[src/rtl/ppg_dual_filter_sched_if.sv]
// Sample/result bundle between the MAX30102 driver, the shared PPG filter and
// the SpO2/heart-rate calculators.
interface ppg_dual_filter_sched_if #(
  parameter int DATA_WIDTH = 18
);
  logic                  i_red_valid;
  logic [DATA_WIDTH-1:0] i_red_data;
  logic                  i_ir_valid;
  logic [DATA_WIDTH-1:0] i_ir_data;
  logic                  i_ovf_clr;
  logic                  o_valid;
  logic                  o_chan;
  logic [DATA_WIDTH:0]   o_ac;
  logic [DATA_WIDTH-1:0] o_dc;
  logic                  o_ovf_red;
  logic                  o_ovf_ir;
  logic                  o_busy;

  modport master (
    output i_red_valid, i_red_data, i_ir_valid, i_ir_data, i_ovf_clr,
    input  o_valid, o_chan, o_ac, o_dc, o_ovf_red, o_ovf_ir, o_busy
  );

  modport slave (
    input  i_red_valid, i_red_data, i_ir_valid, i_ir_data, i_ovf_clr,
    output o_valid, o_chan, o_ac, o_dc, o_ovf_red, o_ovf_ir, o_busy
  );
endinterface

[src/rtl/ppg_dual_filter_sched.sv]
// Shared 4-tap moving average + IIR DC tracker, round-robin between RED and IR.
// Define PPG_SEED_DC_EN to seed each channel's context from its first sample.
module ppg_dual_filter_sched #(
  parameter int DATA_WIDTH = 18,
  parameter int FIFO_DEPTH = 4,
  parameter int DC_SHIFT   = 5
) (
  input logic clk,
  input logic rst,
  ppg_dual_filter_sched_if.slave bus
);
  localparam int PW = $clog2(FIFO_DEPTH);
  localparam int AW = DATA_WIDTH + 9;
  localparam int SW = DATA_WIDTH + 2;

  // state | meaning: IDLE wait for data | FETCH pop + load context | CALC moving average | WB IIR, write back, emit
  typedef enum logic [1:0] {IDLE, FETCH, CALC, WB} state_t;
  state_t state, state_nx;

  logic [DATA_WIDTH-1:0] mem [2][FIFO_DEPTH];
  logic [PW-1:0]         wr_ptr [2];
  logic [PW-1:0]         rd_ptr [2];
  logic [PW:0]           count [2];
  logic [DATA_WIDTH-1:0] din [2];
  logic [1:0]            push, pop, full, nonempty, accept, drop;

  logic [DATA_WIDTH-1:0] h0_bank [2];
  logic [DATA_WIDTH-1:0] h1_bank [2];
  logic [DATA_WIDTH-1:0] h2_bank [2];
  logic [AW-1:0]         acc_bank [2];

  logic                  grant, last, last_eff, pick, any;
  logic [DATA_WIDTH-1:0] x, h0, h1, h2, lpf;
  logic [AW-1:0]         acc, acc_nx;
  logic [SW-1:0]         sum;
  logic [DATA_WIDTH-1:0] lpf_eff, dc_nx, h1_nx, h2_nx;
  logic [DATA_WIDTH:0]   ac_nx;
`ifdef PPG_SEED_DC_EN
  logic [1:0]            seeded;
`endif

  always_comb begin
    din[0] = bus.i_red_data;
    din[1] = bus.i_ir_data;
    push   = {bus.i_ir_valid, bus.i_red_valid};
    for (int c = 0; c < 2; c++) begin
      nonempty[c] = (count[c] != '0);
      full[c]     = (count[c] == (PW+1)'(FIFO_DEPTH));
      pop[c]      = (state == FETCH) && (grant == c[0]);
      accept[c]   = push[c] && (!full[c] || pop[c]);
      drop[c]     = push[c] && full[c] && !pop[c];
    end
  end

  // In WB the channel being retired counts as last served for the next grant.
  always_comb begin
    any      = |nonempty;
    last_eff = (state == WB) ? grant : last;
    pick     = (&nonempty) ? ~last_eff : nonempty[1];
    state_nx = state;
    case (state)
      IDLE:    if (any) state_nx = FETCH;
      FETCH:   state_nx = CALC;
      CALC:    state_nx = WB;
      WB:      state_nx = any ? FETCH : IDLE;
      default: state_nx = IDLE;
    endcase
  end

  always_comb begin
    sum     = SW'(x) + SW'(h0) + SW'(h1) + SW'(h2);
    acc_nx  = acc - (acc >> DC_SHIFT) + ({lpf, 9'b0} >> DC_SHIFT);
    lpf_eff = lpf;
    h1_nx   = h0;
    h2_nx   = h1;
`ifdef PPG_SEED_DC_EN
    if (!seeded[grant]) begin
      acc_nx  = {x, 9'b0};
      lpf_eff = x;
      h1_nx   = x;
      h2_nx   = x;
    end
`endif
    dc_nx = acc_nx[AW-1:9];
    ac_nx = {1'b0, lpf_eff} - {1'b0, dc_nx};
  end

  always_ff @(posedge clk) begin
    for (int c = 0; c < 2; c++)
      if (accept[c]) mem[c][wr_ptr[c]] <= din[c];
  end

  always_ff @(posedge clk or posedge rst) begin
    if (rst) begin
      for (int c = 0; c < 2; c++) begin
        wr_ptr[c] <= '0;
        rd_ptr[c] <= '0;
        count[c]  <= '0;
      end
      bus.o_ovf_red <= 1'b0;
      bus.o_ovf_ir  <= 1'b0;
    end else begin
      for (int c = 0; c < 2; c++) begin
        if (accept[c]) wr_ptr[c] <= wr_ptr[c] + 1'b1;
        if (pop[c])    rd_ptr[c] <= rd_ptr[c] + 1'b1;
        if (accept[c] && !pop[c])      count[c] <= count[c] + 1'b1;
        else if (pop[c] && !accept[c]) count[c] <= count[c] - 1'b1;
      end
      if (drop[0])            bus.o_ovf_red <= 1'b1;
      else if (bus.i_ovf_clr) bus.o_ovf_red <= 1'b0;
      if (drop[1])            bus.o_ovf_ir  <= 1'b1;
      else if (bus.i_ovf_clr) bus.o_ovf_ir  <= 1'b0;
    end
  end

  always_ff @(posedge clk or posedge rst) begin
    if (rst) begin
      state <= IDLE;
      grant <= 1'b0;
      last  <= 1'b1;
    end else begin
      state <= state_nx;
      if ((state == IDLE || state == WB) && any) grant <= pick;
      if (state == WB) last <= grant;
    end
  end

  always_ff @(posedge clk or posedge rst) begin
    if (rst) begin
      x   <= '0;
      h0  <= '0;
      h1  <= '0;
      h2  <= '0;
      acc <= '0;
      lpf <= '0;
      for (int c = 0; c < 2; c++) begin
        h0_bank[c]  <= '0;
        h1_bank[c]  <= '0;
        h2_bank[c]  <= '0;
        acc_bank[c] <= '0;
      end
`ifdef PPG_SEED_DC_EN
      seeded <= '0;
`endif
      bus.o_valid <= 1'b0;
      bus.o_chan  <= 1'b0;
      bus.o_ac    <= '0;
      bus.o_dc    <= '0;
    end else begin
      bus.o_valid <= 1'b0;
      case (state)
        FETCH: begin
          x   <= mem[grant][rd_ptr[grant]];
          h0  <= h0_bank[grant];
          h1  <= h1_bank[grant];
          h2  <= h2_bank[grant];
          acc <= acc_bank[grant];
        end
        CALC: lpf <= DATA_WIDTH'(sum >> 2);
        WB: begin
          h0_bank[grant]  <= x;
          h1_bank[grant]  <= h1_nx;
          h2_bank[grant]  <= h2_nx;
          acc_bank[grant] <= acc_nx;
`ifdef PPG_SEED_DC_EN
          seeded[grant]   <= 1'b1;
`endif
          bus.o_valid <= 1'b1;
          bus.o_chan  <= grant;
          bus.o_ac    <= ac_nx;
          bus.o_dc    <= dc_nx;
        end
        default: ;
      endcase
    end
  end

  assign bus.o_busy = (state != IDLE) || (|nonempty);
endmodule

[src/flat_wrapper.sv]
// flat-port wrapper written by rule: the top's interface ports become plain ports
module ppg_dual_filter_sched_flat 
#(
  parameter int DATA_WIDTH = 18,
  parameter int FIFO_DEPTH = 4,
  parameter int DC_SHIFT   = 5
)
  (clk, rst, bus_i_red_valid, bus_i_red_data, bus_i_ir_valid, bus_i_ir_data, bus_i_ovf_clr, bus_o_valid, bus_o_chan, bus_o_ac, bus_o_dc, bus_o_ovf_red, bus_o_ovf_ir, bus_o_busy);
  ppg_dual_filter_sched_if #(.DATA_WIDTH(DATA_WIDTH)) bus_i ();
  input logic clk;
  input logic rst;
  input wire logic [$bits(bus_i.i_red_valid)-1:0] bus_i_red_valid;
  input wire logic [$bits(bus_i.i_red_data)-1:0] bus_i_red_data;
  input wire logic [$bits(bus_i.i_ir_valid)-1:0] bus_i_ir_valid;
  input wire logic [$bits(bus_i.i_ir_data)-1:0] bus_i_ir_data;
  input wire logic [$bits(bus_i.i_ovf_clr)-1:0] bus_i_ovf_clr;
  output wire logic [$bits(bus_i.o_valid)-1:0] bus_o_valid;
  output wire logic [$bits(bus_i.o_chan)-1:0] bus_o_chan;
  output wire logic [$bits(bus_i.o_ac)-1:0] bus_o_ac;
  output wire logic [$bits(bus_i.o_dc)-1:0] bus_o_dc;
  output wire logic [$bits(bus_i.o_ovf_red)-1:0] bus_o_ovf_red;
  output wire logic [$bits(bus_i.o_ovf_ir)-1:0] bus_o_ovf_ir;
  output wire logic [$bits(bus_i.o_busy)-1:0] bus_o_busy;
  assign bus_i.i_red_valid = bus_i_red_valid;
  assign bus_i.i_red_data = bus_i_red_data;
  assign bus_i.i_ir_valid = bus_i_ir_valid;
  assign bus_i.i_ir_data = bus_i_ir_data;
  assign bus_i.i_ovf_clr = bus_i_ovf_clr;
  assign bus_o_valid = bus_i.o_valid;
  assign bus_o_chan = bus_i.o_chan;
  assign bus_o_ac = bus_i.o_ac;
  assign bus_o_dc = bus_i.o_dc;
  assign bus_o_ovf_red = bus_i.o_ovf_red;
  assign bus_o_ovf_ir = bus_i.o_ovf_ir;
  assign bus_o_busy = bus_i.o_busy;
  ppg_dual_filter_sched #(.DATA_WIDTH(DATA_WIDTH), .FIFO_DEPTH(FIFO_DEPTH), .DC_SHIFT(DC_SHIFT)) u_core (.clk(clk), .rst(rst), .bus(bus_i));
endmodule
[config.mk]
export PLATFORM = sky130hd
export DESIGN_NAME = ppg_dual_filter_sched_flat
export DESIGN_NICKNAME = d
export VERILOG_FILES = /design/src/rtl/ppg_dual_filter_sched_if.sv /design/src/rtl/ppg_dual_filter_sched.sv /design/src/flat_wrapper.sv
export SDC_FILE = /design/constraint.sdc
export NUM_CORES = 1
export LEC_CHECK = 0
export BUFFER_PORTS_ARGS = -buffer_cell sky130_fd_sc_hd__buf_2
export CORE_ASPECT_RATIO = 1.1
export CORE_MARGIN = 2
export CORE_UTILIZATION = 33
export CTS_CLUSTER_DIAMETER = 150
export CTS_CLUSTER_SIZE = 10
export DETAILED_ROUTE_END_ITERATION = 10
export PLACE_DENSITY = 0.57
export SYNTH_ARGS = -nofsm -noshare
export SYNTH_HDL_FRONTEND = slang
export SYNTH_SLANG_ARGS = --single-unit
[constraint.sdc]
create_clock -name clk -period 18.55 [get_ports clk]
set_clock_uncertainty 0.1 [all_clocks]
set_input_delay 3.71 -clock clk [delete_from_list [all_inputs] [get_ports clk]]
set_output_delay 3.71 -clock clk [all_outputs]
set_load 0.03 [all_outputs]
* Word-level counts from Yosys, hierarchy flattened
Memory sizes are Yosys's and may differ from the RTL's. Index checks and enable logic that the tools add are counted.
Word-level totals: flip-flop bits (word level) 338, memory bits (writable) 144, input bits 41, output and inout bits 42, word-level logic and storage cells 146, memories kept 1
Cells by class: add/sub/neg operators 14, magnitude comparators 7, eq/ne operators 6, mux-type cells 47, bitwise gates (word level) 6, reduce and logical (&&, ||, !) cells 36
Memories:
- u_core.mem | words 2, bits a word 72, rd ports 1, clocked after memory_dff 0, write ports 2, RTL line ppg_dual_filter_sched.sv:20 | logic [DATA_WIDTH-1:0] mem [2][FIFO_DEPTH];
Operators with widths (count):
- $mux W18 | 14
- $mux W72 | 2
- $bwmux W36 | 3
- $mux W27 | 4
- $demux W18 S2 | 2
- $bwmux W54 | 1
- $add A20 B18 Y20 | 2
- $bmux W18 S2 | 1
- $add A27 B22 Y27 | 1
- $demux W27 S1 | 1
- $sub A27 B22 Y27 | 1
- $add A18 B18 Y19 | 1
- $sub A18 B18 Y19 | 1
- $demux W18 S1 | 1
- $logic_and A1 B1 Y1 | 16
- $mux W3 | 4
- $reduce_bool A2 Y1 | 5
- $ge A3 B3 Y1 const B | 3
- $mux W1 | 9
- $not A2 Y3 | 3
- $add A2 B1 Y2 const B | 4
- $mux W2 | 4
- $pmux W2 S4 | 1
- $add A3 B1 Y3 const B | 2
- 16 further kinds | 30

* Logic depth before layout (Yosys ltp)
Gate-level depths: netlist of the first run.
depth after elaboration 8, gate-level depth with buffers 25, depth with buffers taken out 25

* Worst setup path after synthesis of the first run
Ideal clock, no wire load.
kind input to register, start input port bus_i_ir_valid, end register u_core.count[2] (netlist name), library setup time 0.079 ns, arrival 5.152 ns, data required time 18.371 ns, setup slack 13.218 ns, stages on the path 8, buffers on the path 0, cells stage by stage inv_1 > a31oi_1 > ha_1 > inv_1 > fa_1 > xor2_1 > nor2_1 > xor2_1
On the way: longest elaborated chain between the ends 4, elaborated cells between the ends (all ways) 6, classes of those cells mux (1); reduce/logical (5)
RTL lines:
- from (decl) | RTL line flat_wrapper.sv:14 | input wire logic [$bits(bus_i.i_ir_valid)-1:0] bus_i_ir_valid;
- $logic_and A1 B1 Y1 (*) | RTL line ppg_dual_filter_sched.sv:50 | accept[c] = push[c] && (!full[c] || pop[c]);
- named net u_core.accept[1] | RTL line ppg_dual_filter_sched.sv:25 | logic [1:0] push, pop, full, nonempty, accept, drop;
- $logic_not A1 Y1 | RTL line ppg_dual_filter_sched.sv:107 | else if (pop[c] && !accept[c]) count[c] <= count[c] - 1'b1;
- $logic_and A1 B1 Y1 | RTL line ppg_dual_filter_sched.sv:107
- $reduce_bool A2 Y1 (no source line)
- to (signal, indexed assignment) | RTL line ppg_dual_filter_sched.sv:106 | if (accept[c] && !pop[c]) count[c] <= count[c] + 1'b1;
- to (signal, indexed assignment) | RTL line ppg_dual_filter_sched.sv:107
- to (decl) | RTL line ppg_dual_filter_sched.sv:23 | logic [PW:0] count [2];
The timed path passes the listed nets; every way through them passes the cells marked *. A chain may end at the register's enable or synchronous reset.

* Worst setup path in the final report of the first run
start register u_core.count[5] (netlist name), end output port bus_o_busy
On the way: longest elaborated chain between the ends 3
RTL lines:
- $reduce_bool A3 Y1 | RTL line ppg_dual_filter_sched.sv:47 | nonempty[c] = (count[c] != '0);
- $reduce_or A2 Y1 | RTL line ppg_dual_filter_sched.sv:178 | assign bus.o_busy = (state != IDLE) || (|nonempty);
- $logic_or A1 B1 Y1 | RTL line ppg_dual_filter_sched.sv:178
- to (decl) | RTL line flat_wrapper.sv:23 | output wire logic [$bits(bus_i.o_busy)-1:0] bus_o_busy;
No other way between the ends.

==> results of run 1 <==
## worst register-to-register path, delay by kind of cell (launching register included)
family,cells,cell delay [ns]
XOR/XNOR,1,0.35
buffers and inverters,2,0.15
AO/OA/AOI/OAI,7,1.88
AND/OR/NAND/NOR,5,1.13
adder cells (fa/ha/maj),3,1.30
flip-flops,1,0.43
## layout by cell type (no fill, tap or decap), types with 4 or more instances in the layout
master	count
a211oi_1	60
a21boi_0	4
a21o_1	20
a21oi_1	202
a311oi_1	5
a31oi_1	12
and2_1	15
and3_1	7
buf_2	82
buf_4	14
clkbuf_1	21
clkbuf_16	54
dfrtp_1	334
edfxtp_1	144
fa_1	41
ha_1	87
inv_1	184
mux2_2	48
mux2i_1	122
nand2_1	258
nand2b_1	12
nand3_1	17
nand3b_1	7
nand4_1	6
nor2_1	146
nor2b_1	43
nor3_1	16
o211ai_1	4
o21a_1	17
o21ai_0	156
o21bai_1	5
o31ai_1	5
or3_1	5
xnor2_1	48
xor2_1	30
## through the flow
stage,setup WS [ns],hold slack (ns)
floorplan,5.38,0.345
global placement,12.23,0.357
detailed placement,12.12,0.362
CTS,12.77,0.376
global route,12.53,0.387
finish,12.85,0.372
## layout make-up
type / instances / area (µm²)
Clock buffer: 75 / 1430
Clock inverter: 3 / 68.8
Fill cell: 7045 / 44800
Inverter: 186 / 706
Multi-Input combinational cell: 1451 / 9960
Sequential cell: 482 / 12800
Tap cell: 945 / 1180
Timing Repair Buffer: 97 / 536
## worst max path at each step
| stage | depth (start not counted) | end |
|---|---|---|
| after floorplan | 1 | u_core.acc[0] |
| after global placement | 4 | u_core.bus.o_dc[7] |
| after detailed placement | 4 | u_core.bus.o_dc[8] |
| after CTS | 4 | u_core.acc_bank[17] |
| after global routing | 4 | u_core.acc[19] |
| final | 3 | bus_o_busy |
## cell usage after synthesis (4+ instances only)
master	count
dfrtp_1	337
nand2_1	259
a21oi_1	202
inv_1	185
o21ai_0	156
nor2_1	147
edfxtp_1	144
mux2i_1	123
clkbuf_1	92
ha_1	89
a211oi_1	60
mux2_2	48
xnor2_1	48
nor2b_1	43
fa_1	41
xor2_1	30
a21o_1	20
nand3_1	17
o21a_1	17
nor3_1	16
and2_1	15
nand2b_1	13
a31oi_1	12
buf_1	11
and3_1	7
nand3b_1	7
nand4_1	6
a311oi_1	5
o21bai_1	5
o31ai_1	5
or3_1	5
a21boi_0	4
o211ai_1	4
## registers in the layout, indices dropped and copies added, names as in the netlist, 19 cells and up
register and flops:
u_core.bus.o_ac 19, u_core.h1_bank 36, u_core.h2_bank 36, u_core.acc 27, u_core.acc_bank 54, u_core.h0_bank 36, u_core.mem 144
## logic make-up (layout without fill, tap and decap cells)
logic type	after synthesis	in the layout	synth area share [%]
flops	482	482	53.7
simple gates	545	545	9.97
mux	171	171	7.44
buf+inv	290	361	4.61
compound gates	524	524	13.1
xor+xnor	78	78	2.87
fa+ha+maj	133	133	8.26
## per-layer routing
layer,routed length [µm],vias up
met1,24200,7864
met5,13,-
met3,2210,87
li1,-,7736
met2,26200,284
met4,1440,2
==> impl_metrics.env, run 1 <==
export IMPL_status="finished, final reports clean"
export IMPL_grt_total_usage_pct=14.7
export IMPL_grt_util_met1_pct=19.4
export IMPL_nNetsFinal=2443
export IMPL_dp_cells=3161
export IMPL_postPlaceCellArea_um2=25200
export IMPL_layout_drive_gt1_share_pct=10.1
export IMPL_grt_ovfl_total=0
export IMPL_synth_area_um2=23800
export IMPL_io_pin_count=83
export IMPL_startpoint_type="flop"
export IMPL_synthCells=2223
export IMPL_vias=15973
export IMPL_final_max_slew_viol_count=0
export IMPL_worstSkewPairLatency_ns=0.62
export IMPL_avgSynthCellArea_um2=10.7
export IMPL_n_antenna_cell=0
export IMPL_ys_warn_count=0
export IMPL_maxCapViolCount=0
export IMPL_synth_edff_count=144
export IMPL_num_rows=103
export IMPL_grt_pass1_wl_um=87400
export IMPL_drc=0
export IMPL_yosysUniqueCellTypes=70
export IMPL_ant_nets=0
export IMPL_path_buf_inv=1
export IMPL_ys_seq_area_share_pct=53.7
export IMPL_die_h_um=286
export IMPL_cts_made_buffers=54
export IMPL_met3_usage_pct=2.20
export IMPL_cp_data_required_time_ns=14.74
export IMPL_wl_um=54100
export IMPL_root_buffer="clkbuf_16"
export IMPL_crit_fanout=4
export IMPL_hold_violations=0
export IMPL_post_route_util_pct=37.3
export IMPL_rsz0062_at_grt="false"
export IMPL_area_growth_syn_to_layout_pct=12.1
export IMPL_cts_sinks=482
export IMPL_vias_per_cell=4.93
export IMPL_port_buffer_count=82
export IMPL_synth_nets=2394
export IMPL_fin_crit_ns=5.70
export IMPL_postCtsSetupBuffers=0
export IMPL_dp_hpwl_um=36000
export IMPL_gr_usage_met2_pct=24.8
export IMPL_design_die_area_um2=74300
export IMPL_fin_crit_sh_pct=30.7
export IMPL_initial_utilization_pct=33.3
export IMPL_startpoint="u_core.count[5]"
export IMPL_hp_class="reg2reg"
export IMPL_timing_rr_end="u_core.bus.o_ac[14]"
export IMPL_busiest_layer="met2"
export IMPL_synth_area_top_cells="dfrtp_1 (35%), edfxtp_1 (18%), mux2i_1 (5.2%), ha_1 (4.7%), a21oi_1 (4.2%)"
export IMPL_relSlewSlack_pct=22.4
export IMPL_synth_top_area_share_pct=35.4
export IMPL_clock_fmax_ghz=0.175
export IMPL_r2r_start="u_core.acc[11]"
export IMPL_setup_viol=0
export IMPL_stdcell_count=3239
export IMPL_endpoint_kind="primary output"
export IMPL_ys_flop_type="dfrtp_1"
export IMPL_r2r_slack_ns=13.09
export IMPL_path_class="reg2out"
export IMPL_design_area_um2=26700
export IMPL_async_reset_ff_share_pct=70.1
export IMPL_cts_tree="done"
export IMPL_grt_max_degree=166
export IMPL_dr_pass1_iters=5
export IMPL_wire_per_inst_um=16.7
export IMPL_cp_cell_sequence="nor3_1 > nand3_1 > buf_2"
export IMPL_reg2reg_depth=18
export IMPL_htree_levels=2
export IMPL_core_um2=71500
export IMPL_slowest_delay_ns=0.42
export IMPL_cts_resized=0
export IMPL_antenna_found_initial=1
export IMPL_clkTransAtPathRegs_ns=0.06
export IMPL_cpLargestDelayFamily="simple AND/OR/NAND/NOR gates"
export IMPL_hold_start="u_core.h1_bank[18]"
export IMPL_tns_ns=0
export IMPL_grt_pass1_vias=16152
export IMPL_synth_top_cell_by_area="dfrtp_1"
export IMPL_gp_congestion=0.856
export IMPL_ctsLongestPathBuffers=3
export IMPL_holdPathEnd="u_core.h1_bank[18]"
export IMPL_ys_seq_elements=482
export IMPL_tightestPinTransition_ns=1.16
export IMPL_die_x_um=260
export IMPL_worstPathArrival_ns=1.89
export IMPL_slowest_stage="dfrtp_1"
export IMPL_hold_depth=2
export IMPL_drt_iter0_drc=845
export IMPL_cts_hold_buf=0
Power of run 1 is left out: the tool's default activity adds up to more than one toggle a clock period on the data nets, which glitch-free logic cannot reach.
==> run 2: changes to the inputs <==
==> constraint.sdc (replaced) <==
create_clock -name clk -period 6 [get_ports clk]
set_clock_uncertainty 0.1 [all_clocks]
set_input_delay 1.2 -clock clk [delete_from_list [all_inputs] [get_ports clk]]
set_output_delay 1.2 -clock clk [all_outputs]
set_load 0.03 [all_outputs]
==> impl_metrics.env, run 2 (synthesis gave the netlist of run 1 again) <==
export IMPL_status="finished, final reports clean"
export IMPL_hp_class="reg2reg"
export IMPL_worstPathArrival_ns=5.84
export IMPL_grt_pass1_vias=16176
export IMPL_final_max_slew_viol_count=0
export IMPL_vias=15820
export IMPL_cp_data_required_time_ns=6.38
export IMPL_path_class="reg2reg"
export IMPL_cts_resized=0
export IMPL_dp_hpwl_um=36400
export IMPL_tns_ns=0
export IMPL_multiInputGateArea_um2=9960
export IMPL_startpoint_type="flop"
export IMPL_clkTransAtPathRegs_ns=0.06
export IMPL_cts_tree="done"
export IMPL_mostFrequentLayoutCell="dfrtp_1"
export IMPL_fill_cells=7028
export IMPL_maxCapViolCount=0
export IMPL_rsz0062_at_grt="false"
export IMPL_ff_latch_area_um2=12800
export IMPL_initial_utilization_pct=33.3
export IMPL_clock_fmax_ghz=0.183
export IMPL_r2r_slack_ns=0.54
export IMPL_io_pin_count=83
export IMPL_grt_total_usage_pct=15.0
export IMPL_ctsLongestPathBuffers=3
export IMPL_r2r_start="u_core.lpf[3]"
export IMPL_num_rows=103
export IMPL_nNetsFinal=2446
export IMPL_crit_fanout=6
export IMPL_die_h_um=286
export IMPL_grt_max_degree=156
export IMPL_drc=0
export IMPL_wl_um=54700
export IMPL_relSlewSlack_pct=19.1
export IMPL_postCtsSetupBuffers=0
export IMPL_cts_made_buffers=54
export IMPL_gp_congestion=0.853
export IMPL_vias_per_cell=4.88
export IMPL_hold_start="u_core.h1_bank[26]"
export IMPL_wire_per_inst_um=16.9
export IMPL_endpoint_kind="flop"
export IMPL_root_buffer="clkbuf_16"
export IMPL_ant_nets=0
export IMPL_startpoint="u_core.lpf[3]"
export IMPL_fin_crit_sh_pct=91.0
export IMPL_layout_drive_gt1_share_pct=10.2
export IMPL_setup_viol=0
export IMPL_grt_ovfl_total=0
export IMPL_die_x_um=260
export IMPL_core_um2=71500
export IMPL_port_buffer_count=82
export IMPL_fin_crit_ns=5.46
export IMPL_cts_hold_buf=0
export IMPL_antenna_found_initial=2
export IMPL_htree_levels=2
export IMPL_grt_pass1_wl_um=89100
export IMPL_worstSkewPairLatency_ns=0.63
export IMPL_design_die_area_um2=74300
export IMPL_hold_violations=0
export IMPL_drt_iter0_drc=963
export IMPL_n_antenna_cell=0
export IMPL_area_growth_syn_to_layout_pct=12.2
export IMPL_tightestPinTransition_ns=1.21
export IMPL_dr_pass1_iters=5
export IMPL_mostFrequentLayoutCells="dfrtp_1 (334), nand2_1 (258), a21oi_1 (202)"
export IMPL_largest_register_ffs=144
export IMPL_cts_sinks=482
run 2: metal layers:
| layer | vias to the layer above | global-route usage (%) | part of all wire (%) |
|---|---|---|---|
| li1 | 7737 | - | - |
| met4 | 4 | 4.96 | 2.5 |
| met3 | 92 | 2.30 | 3.7 |
| met2 | 270 | 25.3 | 49 |
| met1 | 7717 | 19.8 | 45 |
| met5 | - | 0 | 0.049 |
run 2: critical path, cell delays in order (launching register included):
cell and delay (ns):
dfrtp_1 0.42, inv_1 0.09, fa_1 0.49, inv_1 0.04, ha_1 0.34, a21o_1 0.25
o21a_1 0.21, o21a_1 0.15, a2111oi_0 0.62, or2_2 0.26, xor2_1 0.30, ha_1 0.34
a21o_1 0.18, a21oi_1 0.21, a21boi_0 0.19, o221a_2 0.33, nor2_1 0.20, o211ai_1 0.15
and4_1 0.21, a211o_1 0.25
run 2: final cells by class:
cell class,count,area share [%]
Timing Repair Buffer,100,2.14
Tap cell,945,4.43
Clock buffer,73,5.33
Multi-Input combinational cell,1451,37.3
Sequential cell,482,47.9
Clock inverter,4,0.290
Inverter,186,2.63
run 2: final timing paths:
path / to / cells past startpoint
max in group asynchronous: u_core.acc[15] / 3
setup / recovery: u_core.bus.o_ac[14] / 19
hold / removal: u_core.h1_bank[26] / 2
setup reg to reg: u_core.bus.o_ac[14] / 19
hold reg to reg: u_core.h1_bank[26] / 2
min in group asynchronous: u_core.h0_bank[11] / 2
run 2: through the flow:
stage | setup slack (ns) | hold WS [ns] | utilization, % | cells | instance area (µm²)
finish | 0.540 | 0.370 | 37.3 | 3241 | 26700
global route | 0.0740 | 0.402 | 37.3 | 3241 | 26700
CTS | 0.555 | 0.376 | 37.3 | 3241 | 26700
detailed placement | 0.536 | 0.362 | 35.2 | 3164 | 25200
global placement | 0.727 | 0.356 | 35.2 | 3164 | 25200
floorplan | 0.182 | 0.345 | - | 2223 | 23800
Power of run 2 is left out for the same reason.
==> run 3: changes to the inputs <==
--- a/config.mk
+++ b/config.mk
@@ -5,6 +5,7 @@
 export SDC_FILE = /design/constraint.sdc
 export NUM_CORES = 1
 export LEC_CHECK = 0
+export ABC_AREA = 1
 export BUFFER_PORTS_ARGS = -buffer_cell sky130_fd_sc_hd__buf_2
 export CORE_ASPECT_RATIO = 1.1
 export CORE_MARGIN = 2
==> impl_metrics.env, run 3 <==
export IMPL_rsz0062_at_grt="false"
export IMPL_synth_area_top_cells="dfrtp_1 (35%), edfxtp_1 (18%), nand2_1 (11%), inv_1 (5.8%), o21ai_0 (4.7%)"
export IMPL_grt_max_degree=150
export IMPL_postPlaceCellArea_um2=25900
export IMPL_clkTransAtPathRegs_ns=0.06
export IMPL_synth_commonest_cells="nand2_1 (740), inv_1 (380), dfrtp_1 (337)"
export IMPL_synth_edff_count=144
export IMPL_antenna_found_initial=1
export IMPL_grt_pass1_wl_um=100000
export IMPL_wire_per_inst_um=16.6
export IMPL_yosysUniqueCellTypes=49
export IMPL_mostFrequentLayoutCells="nand2_1 (738), inv_1 (377), dfrtp_1 (336)"
export IMPL_status="finished, final reports clean"
export IMPL_initial_utilization_pct=33.3
export IMPL_core_um2=73300
export IMPL_nNetsFinal=2943
export IMPL_maxCapViolCount=0
export IMPL_wl_um=62100
export IMPL_vias=18117
export IMPL_gp_congestion=0.901
export IMPL_avgSynthCellArea_um2=8.99
export IMPL_ys_seq_area_share_pct=52.3
export IMPL_ys_flop_type="dfrtp_1"
export IMPL_fin_crit_ns=4.70
export IMPL_grt_total_usage_pct=16.5
export IMPL_vias_per_cell=4.84
export IMPL_io_pin_count=83
export IMPL_cts_hold_buf=0
export IMPL_synth_top_cell_by_area="dfrtp_1"
export IMPL_cts_resized=0
export IMPL_setup_viol=0
export IMPL_async_reset_ff_share_pct=70.1
export IMPL_port_buffer_count=82
export IMPL_grt_pass1_vias=17829
export IMPL_die_h_um=289
export IMPL_ys_seq_elements=482
export IMPL_startpoint_type="flop"
export IMPL_clock_fmax_ghz=0.213
export IMPL_root_buffer="clkbuf_16"
export IMPL_design_die_area_um2=76200
export IMPL_postCtsSetupBuffers=0
export IMPL_hold_violations=0
export IMPL_cts_tree="done"
export IMPL_synth_top_area_share_pct=34.5
export IMPL_synth_area_um2=24400
export IMPL_cp_data_required_time_ns=6.33
export IMPL_drc=0
export IMPL_reg2reg_depth=21
export IMPL_worstPathArrival_ns=5.03
export IMPL_relSlewSlack_pct=23.4
export IMPL_design_area_um2=27400
export IMPL_largest_register_ffs=144
export IMPL_cts_sinks=482
export IMPL_tns_ns=0
export IMPL_htree_levels=2
export IMPL_ys_warn_count=0
export IMPL_grt_ovfl_total=0
export IMPL_r2r_start="u_core.h0[3]"
export IMPL_area_growth_syn_to_layout_pct=12.1
export IMPL_hold_start="u_core.bus.o_chan"
export IMPL_crit_fanout=4
export IMPL_startpoint="u_core.h0[3]"
export IMPL_synthCells=2716
export IMPL_drt_iter0_drc=1315
export IMPL_mostFrequentLayoutCell="nand2_1"
export IMPL_final_max_slew_viol_count=0
export IMPL_tightestPinTransition_ns=1.15
export IMPL_layout_drive_gt1_share_pct=8.63
export IMPL_worstSkewPairLatency_ns=0.64
export IMPL_ant_nets=0
export IMPL_synth_nets=2887
export IMPL_die_x_um=263
export IMPL_hold_depth=2
export IMPL_path_class="reg2reg"
export IMPL_fin_crit_sh_pct=78.3
export IMPL_dp_hpwl_um=42300
export IMPL_fill_cells=7444
export IMPL_yosysMostFrequentCell="nand2_1"
export IMPL_cts_made_buffers=54
export IMPL_n_antenna_cell=0
export IMPL_endpoint_kind="flop"
export IMPL_dr_pass1_iters=6
export IMPL_num_rows=104
export IMPL_hp_class="reg2reg"
export IMPL_ctsLongestPathBuffers=3
run 3: final timing paths:
| kind | to | slack (ns) |
|---|---|---|
| setup / recovery | u_core.lpf[16] | 1.30 |
| hold / removal | u_core.bus.o_chan | 0.37 |
| setup reg to reg | u_core.lpf[16] | 1.30 |
| hold reg to reg | u_core.bus.o_chan | 0.37 |
| max in group asynchronous | u_core.grant | 4.01 |
| min in group asynchronous | u_core.acc_bank[35] | 0.58 |
run 3: area by class of cell:
class	instances	area [µm²]	area share (%)
sequential	482	12800	46.7
multi-input combinational	1739	9820	35.8
inverter	384	1450	5.28
clock buffer	72	1420	5.18
tap	954	1190	4.36
timing repair buffer	111	653	2.38
clock inverter	4	77.6	0.283
run 3: kinds of logic after synthesis:
group | synth area share (%)
AND/OR/NAND/NOR | 18.7
buffers and inverters | 7.66
flip-flops | 52.3
AO/OA/AOI/OAI | 11.2
adder cells (fa/ha/maj) | 7.92
XOR/XNOR | 2.15
multiplexers | 0.0922
run 3: stage by stage:
step                utilization [%]  setup WS, ns  cells  hold slack, ns
floorplan                         -         0.182   2716           0.341
global placement               35.4          1.38   3670           0.353
detailed placement             35.4          1.41   3670           0.360
CTS                            37.4          1.34   3746           0.371
global route                   37.4         0.963   3746           0.394
finish                         37.4          1.30   3746           0.368
run 3: routing by layer:
metal	track usage, %	wire length (µm)	up-vias
met5	0	13	-
met4	4.34	1160	2
met3	2.20	2200	72
met2	28.6	30400	296
met1	21.9	28300	8751
li1	-	-	8996
run 3: critical path, stage by stage (launching register included):
cell,delay (ns)
dfrtp_1,0.41
ha_1,0.34
a21oi_1,0.19
o21ai_0,0.15
nand2_1,0.08
o211ai_1,0.08
a31oi_1,0.32
o21ai_0,0.21
a21boi_0,0.31
o21ai_0,0.18
xnor2_1,0.28
fa_1,0.46
inv_1,0.07
ha_1,0.26
inv_1,0.10
nor3_1,0.06
inv_1,0.07
nor2_1,0.04
a2111oi_0,0.43
nand4_1,0.15
nand3_1,0.12
o21ai_0,0.09
Power of run 3 is left out for the same reason.
